$ cat config.mk
export PLATFORM = sky130hd
export DESIGN_NAME = serial_subtractor
export DESIGN_NICKNAME = d
export VERILOG_FILES = /design/src/rtl/serial_subtractor.sv
export SDC_FILE = /design/constraint.sdc
export NUM_CORES = 1
export LEC_CHECK = 0
export CAP_MARGIN = 15
export CORE_UTILIZATION = 55
export CTS_CLUSTER_SIZE = 14
export DETAILED_ROUTE_END_ITERATION = 10
export PLACE_DENSITY = 0.83
export SLEW_MARGIN = 20
export SYNTH_ARGS = -nofsm -noshare
export SYNTH_HDL_FRONTEND = slang
export SYNTH_SLANG_ARGS = --single-unit
$ cat constraint.sdc
create_clock -name clk -period 2.55 [get_ports clk]
set_input_delay 0.765 -clock clk [delete_from_list [all_inputs] [get_ports clk]]
set_output_delay 0.765 -clock clk [all_outputs]
set_load 0.1 [all_outputs]
$ cat src/rtl/serial_subtractor.sv
// Bit-serial subtractor: computes Diff = A - B one bit per clock, LSB first,
// with a registered borrow and a start/busy/done handshake.
module serial_subtractor #(
  parameter int WIDTH = 8
) (
  input  logic             clk,
  input  logic             reset,
  input  logic             start,
  input  logic [WIDTH-1:0] A,
  input  logic [WIDTH-1:0] B,
  output logic             busy,
  output logic             done,
  output logic [WIDTH-1:0] Diff,
  output logic             Bout
);

  localparam int CW = (WIDTH > 1) ? $clog2(WIDTH) : 1;

  typedef enum logic [1:0] {
    IDLE,
    SHIFT,
    DONE
  } state_t;

  state_t           state;
  logic [WIDTH-1:0] sa;
  logic [WIDTH-1:0] sb;
  logic [WIDTH-1:0] sr;
  logic [CW-1:0]    count;
  logic             borrow;

  logic             d;
  logic             borrow_next;
  logic [WIDTH-1:0] sr_next;

  // Full-subtractor cell on the current LSBs.
  always_comb begin
    d           = sa[0] ^ sb[0] ^ borrow;
    borrow_next = (~sa[0] & sb[0]) | (~(sa[0] ^ sb[0]) & borrow);
    sr_next     = {d, sr[WIDTH-1:1]};
  end

  always_ff @(posedge clk) begin
    if (reset) begin
      state  <= IDLE;
      busy   <= 1'b0;
      done   <= 1'b0;
      Diff   <= '0;
      Bout   <= 1'b0;
      sa     <= '0;
      sb     <= '0;
      sr     <= '0;
      count  <= '0;
      borrow <= 1'b0;
    end else begin
      case (state)
        IDLE: begin
          done <= 1'b0;
          if (start) begin
            sa     <= A;
            sb     <= B;
            sr     <= '0;
            borrow <= 1'b0;
            count  <= '0;
            busy   <= 1'b1;
            state  <= SHIFT;
          end
        end
        SHIFT: begin
          sr     <= sr_next;
          sa     <= {1'b0, sa[WIDTH-1:1]};
          sb     <= {1'b0, sb[WIDTH-1:1]};
          borrow <= borrow_next;
          count  <= count + 1'b1;
          // Last bit: publish the full result including this cycle's bit.
          if (count == CW'(WIDTH - 1)) begin
            Diff  <= sr_next;
            Bout  <= borrow_next;
            busy  <= 1'b0;
            done  <= 1'b1;
            count <= '0;
            state <= DONE;
          end
        end
        DONE: begin
          done  <= 1'b0;
          state <= IDLE;
        end
        default: begin
          busy  <= 1'b0;
          done  <= 1'b0;
          state <= IDLE;
        end
      endcase
    end
  end

endmodule

==> qor.csv, run 1 <==
stage;metric;value;unit
outcome;outcome;finished, final reports clean;
critical_path;start_kind;primary input;
clock_tree;postCtsSetupBuffers;0;
critical_path;cpMaxStageDelayCell;clkdlybuf4s50_1;
pwr;p_leak;0.000768;µW
grt;antenna_found_initial;0;
critical_path;cp.required;2820;ps
yosys;synth_fp_nets;196;
clock_tree;cts_max_path_buffers;2;
sta;fin_skew;8.75;ps
route;first_pass_iters;4;
grt;grt_max_degree;41;
critical_path;timing.rr.start;state[0];
sta;period_minus_slack;1810;ps
pwr;max-vdd-ir-drop;0.000382;V
final_layout;ff_latch_area;801;µm²
placement;place.gp.congestion;0.752;
clock_tree;clk_pin_slew;120;ps
final_layout;drive_gt1_frac;0.215;
route;post_drt_wl_per_cell;12.9;µm
grt;gr-usage-all-layers;0.205;
route;ant_nets;0;
clock_tree;clk_latency;350;ps
final_layout;stdcell_area;2040;µm²
grt;grt_pass1_vias;1219;
yosys;synthCells;174;
sta;slew_headroom;0.494;
critical_path;path_cells;clkdlybuf4s50_1 > o21ba_4 > nor2_1 > a211oi_2;
yosys;synth_cell_type_count;25;
route;drc;0;
sta;setup_viol;0;
clock_tree;htreeDepth;2;
worst_hold_path;hp-class;flip-flop to flip-flop;
route;initialDrtViolationCount;43;
die;die_h;58.1;µm
yosys;ys_ff_latch;40;
grt;grt_pass1_wl;5170;µm
yosys;synth-edff-count;0;
sta;fmax;552;MHz
sta;hold_viol;0;
die;fp.dieArea;3380;µm²
route;drt-total-wl;3120;µm
clock_tree;cts_tree;done;
yosys;ys_seq_area_frac;0.462;
clock_tree;hold_buffers;0;
critical_path;cp-end-kind;flip-flop;
yosys;ys_top_cells_by_count;40 x dfxtp_1, 24 x nor2_1, 18 x nand2_1, 15 x mux2i_1, 14 x a211oi_2;
final_layout;multi_input_area;810;µm²
die;start_util;0.602;
clock_tree;root_buffer;clkbuf_4;
placement;dp_hpwl;2140;µm
die;die_w;58.1;µm
yosys;yosysTopAreaCell;dfxtp_1;
route;routed_via_density;5.27;
die;io_pins;30;
sta;tns;0;ps
clock_tree;cts_buffers;5;
route;vias;1275;
sta;grt_setup_unrepaired;false;
final_layout;fin_nets;221;
clock_tree;ctsResizeCount;0;
placement;io_buffers;29;
final_layout;nFillCells;229;
final_layout;synthToLayoutAreaGrowth;17.8;%
critical_path;startpoint;start;
sta;final_max_slew_viol_count;0;
worst_hold_path;hp-start;Diff[1];
placement;placed_area;1960;µm²
critical_path;cp_slowest_stage_delay;560;ps
sta;fin_crit_sh;0.710;
final_layout;diodes;0;
critical_path;arrival;2080;ps
clock_tree;clock_sinks;40;
yosys;async_flop_share;0;
sta;worstMarginPinSlew;757;ps
die;rows;19;
yosys;ys.flop_type;dfxtp_1;
yosys;synth_area;1730;µm²
critical_path;path_class;primary input to flip-flop;
yosys;syn_area_per_cell;9.95;µm²
job;cap_viol_max_count;0;
grt;overflow;0;
yosys;yosysWarnings;0;
critical_path;cp_max_fo;28;
pwr;power_density;614;nW/µm²
yosys;post-synth-top-count-cell;dfxtp_1;
yosys;yosys.area.top_type_share;0.462;
die;core_area;2880;µm²
yosys;synthTopCellsByArea;dfxtp_1 46%, a211oi_2 10%, mux2i_1 8.7%;
path summary, 6_finish.rpt:
kind	cells past startpoint	to	slack, ps
setup reg to reg	4	sb[0]	950
hold / removal	2	Diff[1]	460
setup / recovery	4	sb[0]	740
hold reg to reg	2	Diff[1]	460
routing by layer:
metal	vias up	GRT usage	routed length [µm]
li1	650	-	-
met1	592	0.249	1430
met2	26	0.330	1500
met3	7	0.0469	122
met4	0	0.122	68
met5	-	0	0
sequential cells by signal (all words and copies together) (netlist names):
signal	flops
Bout	1
Diff	8
borrow	1
busy	1
count	3
done	1
sa	8
sb	8
sr	7
state	2
metrics by stage:
stage	hold slack [ps]	power (µW)	cells	utilization	setup WS (ps)
CTS	463	1260	242	0.709	739
floorplan	432	810	174	-	845
global placement	442	841	234	0.681	447
global route	487	1300	242	0.709	669
finish	464	1250	242	0.709	740
detailed placement	447	850	234	0.681	390
logic make-up after synthesis:
family	count (synthesis)	share of synthesized area
flops	40	0.462
fa+ha+maj	3	0.0260
simple gates	56	0.145
compound gates	43	0.210
buf+inv	17	0.0701
mux	15	0.0867
power breakdown:
| group | switching (µW) | leakage [µW] | internal (µW) | total (µW) |
|---|---|---|---|---|
| Combinational | 87.2 | 0.000400 | 77.9 | 165 |
| Clock | 212 | 0.0000412 | 204 | 417 |
| Sequential | 17.6 | 0.000327 | 652 | 670 |
| Total | 317 | 0.000768 | 935 | 1250 |
worst max-delay path, delay by kind of cell:
kind / cells / cell delay, ps
compound gates: 2 / 650
simple gates: 1 / 100
buf+inv: 1 / 560
layout by cell type, fill, tap and decap left out, types with 2 or more instances in the layout:
master	netlist	final
ha_1	2	2
nor2_1	24	24
nand2_1	18	18
buf_4	1	14
mux2i_1	15	15
a211oi_2	14	14
clkbuf_4	0	5
nor2b_1	2	2
nor2_2	6	6
nand3b_1	3	3
inv_1	3	3
a21oi_1	12	12
o21ai_0	3	3
clkdlybuf4s50_1	0	18
o21bai_1	2	2
dfxtp_1	40	40
a22oi_1	10	10
final cells by class:
| class | instances | share of cell area |
|---|---|---|
| clock buffers | 5 | 0.0184 |
| flip-flops and latches | 40 | 0.393 |
| clock inverters | 3 | 0.0209 |
| well taps | 42 | 0.0258 |
| multi-input cells | 117 | 0.397 |
| inverters | 3 | 0.00552 |
| repair buffers | 32 | 0.140 |
Power figures use the tool's default switching activity.
==> run 2: changes to the inputs <==
--- a/config.mk
+++ b/config.mk
@@ -6,10 +6,10 @@
 export NUM_CORES = 1
 export LEC_CHECK = 0
 export CAP_MARGIN = 15
-export CORE_UTILIZATION = 55
+export CORE_UTILIZATION = 46
 export CTS_CLUSTER_SIZE = 14
 export DETAILED_ROUTE_END_ITERATION = 10
-export PLACE_DENSITY = 0.83
+export PLACE_DENSITY = 0.74
 export SLEW_MARGIN = 20
 export SYNTH_ARGS = -nofsm -noshare
 export SYNTH_HDL_FRONTEND = slang
==> constraint.sdc (replaced) <==
create_clock -name clk -period 1.5 [get_ports clk]
set_input_delay 0.45 -clock clk [delete_from_list [all_inputs] [get_ports clk]]
set_output_delay 0.45 -clock clk [all_outputs]
set_load 0.1 [all_outputs]
==> run 2 against run 1 <==
Compared with the run above: worst setup slack worse by 670 ps; clock-buffer cell count stayed put; combinational power is 94% higher; die area is 19% higher; critical path type unchanged; clock power is 140% higher; wire length is 15% higher; clock skew is 1.8 ps lower; cell area is 15% higher; highest routed layer unchanged; critical path depth is 1 higher; non-clock buffer count is 7 higher; hold slack worse by 8.7 ps; first-iteration DRC count is 12% higher.
==> qor.csv, run 2 (synthesis results as in run 1) <==
stage;metric;value;unit
clock_tree;cts_tree;done;
sta;worstMarginPinSlew;319;ps
clock_tree;cts_buffers;5;
grt;antenna_found_initial;0;
grt;grt_pass1_wl;5930;µm
pwr;power_frac_seq;0.463;
sta;fin_skew;6.93;ps
critical_path;path_depth;5;
sta;fin_crit_sh;0.950;
die;start_util;0.499;
final_layout;reg_top3;Diff x8, sa x8, sb x8;
route;vias;1332;
worst_hold_path;hold_depth;2;
pwr;max-vdd-ir-drop;0.000957;V
route;drc;0;
pwr;p_sw;543;µW
sta;hold_viol;0;
final_layout;synthToLayoutAreaGrowth;35.3;%
route;initialDrtViolationCount;48;
placement;dp_hpwl;2580;µm
critical_path;cp_max_fo;8;
clock_tree;clk_pin_slew;70;ps
sta;final_max_slew_viol_count;0;
route;first_pass_iters;4;
pwr;p_leak;0.000868;µW
critical_path;rr_worst_depth;6;
critical_path;cpMaxStageDelayCell;clkdlybuf4s50_1;
clock_tree;cts_max_path_buffers;2;
final_layout;drive_gt1_frac;0.257;
placement;place_inst;244;
critical_path;start_kind;primary input;
clock_tree;clk_latency;290;ps
final_layout;final_cell_mix;40 x dfxtp_1, 24 x nor2_1, 18 x nand2_1, 18 x clkdlybuf4s50_1;
critical_path;path_cells;clkdlybuf4s50_1 > o21ba_4 > buf_4 > nor2_2 > a211oi_2;
route;ant_nets;0;
route;routed_via_density;5.29;
sta;fmax;702;MHz
pwr;combPwrFrac;0.130;
grt;gr-usage-all-layers;0.196;
die;die_h;63.4;µm
grt;grt_pass1_vias;1345;
critical_path;path_class;primary input to flip-flop;
clock_tree;root_buffer;clkbuf_8;
sta;grt_setup_unrepaired;false;
route;post_drt_wl_per_cell;14.3;µm
final_layout;fin_nets;228;
critical_path;cp-end-kind;flip-flop;
pwr;pwr-share-clk;0.407;
die;core_area;3470;µm²
final_layout;diodes;0;
die;rows;21;
die;fp.dieArea;4010;µm²
pwr;internal_power;1920;µW
sta;setup_viol;0;
final_layout;layout_commonest_cell;dfxtp_1;
grt;grt_max_degree;22;
sta;period_minus_slack;1430;ps
sta;slew_headroom;0.787;
route;drt-total-wl;3590;µm
clock_tree;htreeDepth;2;
critical_path;cp_slowest_stage_delay;550;ps
critical_path;cp.required;1700;ps
critical_path;cp_top_family;buffers and inverters;
job;cap_viol_max_count;0;
pwr;power_density;1050;nW/µm²
grt;overflow;0;
critical_path;critPathBufInv;2;
final_layout;nFillCells;287;
pwr;swShare;0.220;
die;io_pins;30;
worst_hold_path;hp-class;flip-flop to flip-flop;
clock_tree;clock_sinks;40;
final_layout;fin_cells;252;
outcome;outcome;finished, final reports clean;
final_layout;final_util;0.675;
placement;place.gp.congestion;0.761;
placement;io_buffers;29;
critical_path;arrival;1630;ps
die;die_w;63.4;µm
-- run 2: cell types whose count changed in the layout (fill, tap and decap cells not counted), sizes merged --
| cell | delta |
|---|---|
| buf | +7 |
| bufinv | +1 |
| clkinv | -1 |
| clkinvlp | -1 |
-- run 2: timing repair --
item,CTS,global route
pin swaps,0,0
hold buffers,0,0
hold endpoints to repair,0,0
buffers inserted,0,1
resized for setup,1,4
endpoints found under the setup margin,1,10
-- run 2: power groups by stage --
stage                     Clock (µW)  Combinational [µW]  Sequential (µW)
after floorplan                    0                 205             1170
after global placement             0                 302             1160
after detailed placement           0                 317             1170
after CTS                       1030                 321             1140
after global routing            1080                 344             1150
final                           1000                 320             1140
-- run 2: per-layer routing --
| layer | track usage | vias up | wire length, µm |
|---|---|---|---|
| met5 | 0 | - | 0 |
| met4 | 0.0994 | 0 | 68 |
| met3 | 0.0525 | 4 | 138 |
| met2 | 0.352 | 30 | 1920 |
| met1 | 0.207 | 637 | 1460 |
| li1 | - | 661 | - |
-- run 2: final cells by class --
| type | count | area [µm²] | share of cell area |
|---|---|---|---|
| clock buffers | 5 | 68.8 | 0.0294 |
| clock inverters | 2 | 60.1 | 0.0256 |
| inverters | 3 | 11.3 | 0.00481 |
| multi-input cells | 117 | 831 | 0.355 |
| flip-flops and latches | 40 | 801 | 0.342 |
| well taps | 46 | 57.6 | 0.0246 |
| repair buffers | 39 | 513 | 0.219 |
-- run 2: worst paths after layout --
kind              startpoint       to  slack [ps]
setup reg to reg    count[0]  Diff[3]          90
setup / recovery       start    sa[6]          70
hold reg to reg       borrow   borrow         450
hold / removal        borrow   borrow         450
-- run 2: metrics by stage --
step           hold WS, ps  area, µm²  TNS [ps]  power, µW  setup slack, ps
2_1_floorplan          432       1730         0       1380              110
3_3_place_gp           442       2180     -2710       1460             -132
6_report               455       2340         0       2470             74.9
4_1_cts                459       2320         0       2490             54.1
3_5_place_dp           448       2180     -4070       1480             -195
5_1_grt                478       2340         0       2570             11.0
-- run 2: tightest hold or removal path: cells and delay by family, from the launching register on --
family          cells  cell delay (ps)
compound gates      1               50
simple gates        1               50
flops               1              310
==> run 3: changes to the inputs <==
--- a/config.mk
+++ b/config.mk
@@ -5,10 +5,11 @@
 export SDC_FILE = /design/constraint.sdc
 export NUM_CORES = 1
 export LEC_CHECK = 0
-export CAP_MARGIN = 15
 export CORE_UTILIZATION = 46
 export CTS_CLUSTER_SIZE = 14
 export DETAILED_ROUTE_END_ITERATION = 10
+export GPL_TIMING_DRIVEN = 1
+export HOLD_SLACK_MARGIN = 0.1
 export PLACE_DENSITY = 0.74
 export SLEW_MARGIN = 20
 export SYNTH_ARGS = -nofsm -noshare
==> results of run 3 <==
Final layout, timing and power as in run 2 (identical DEF).
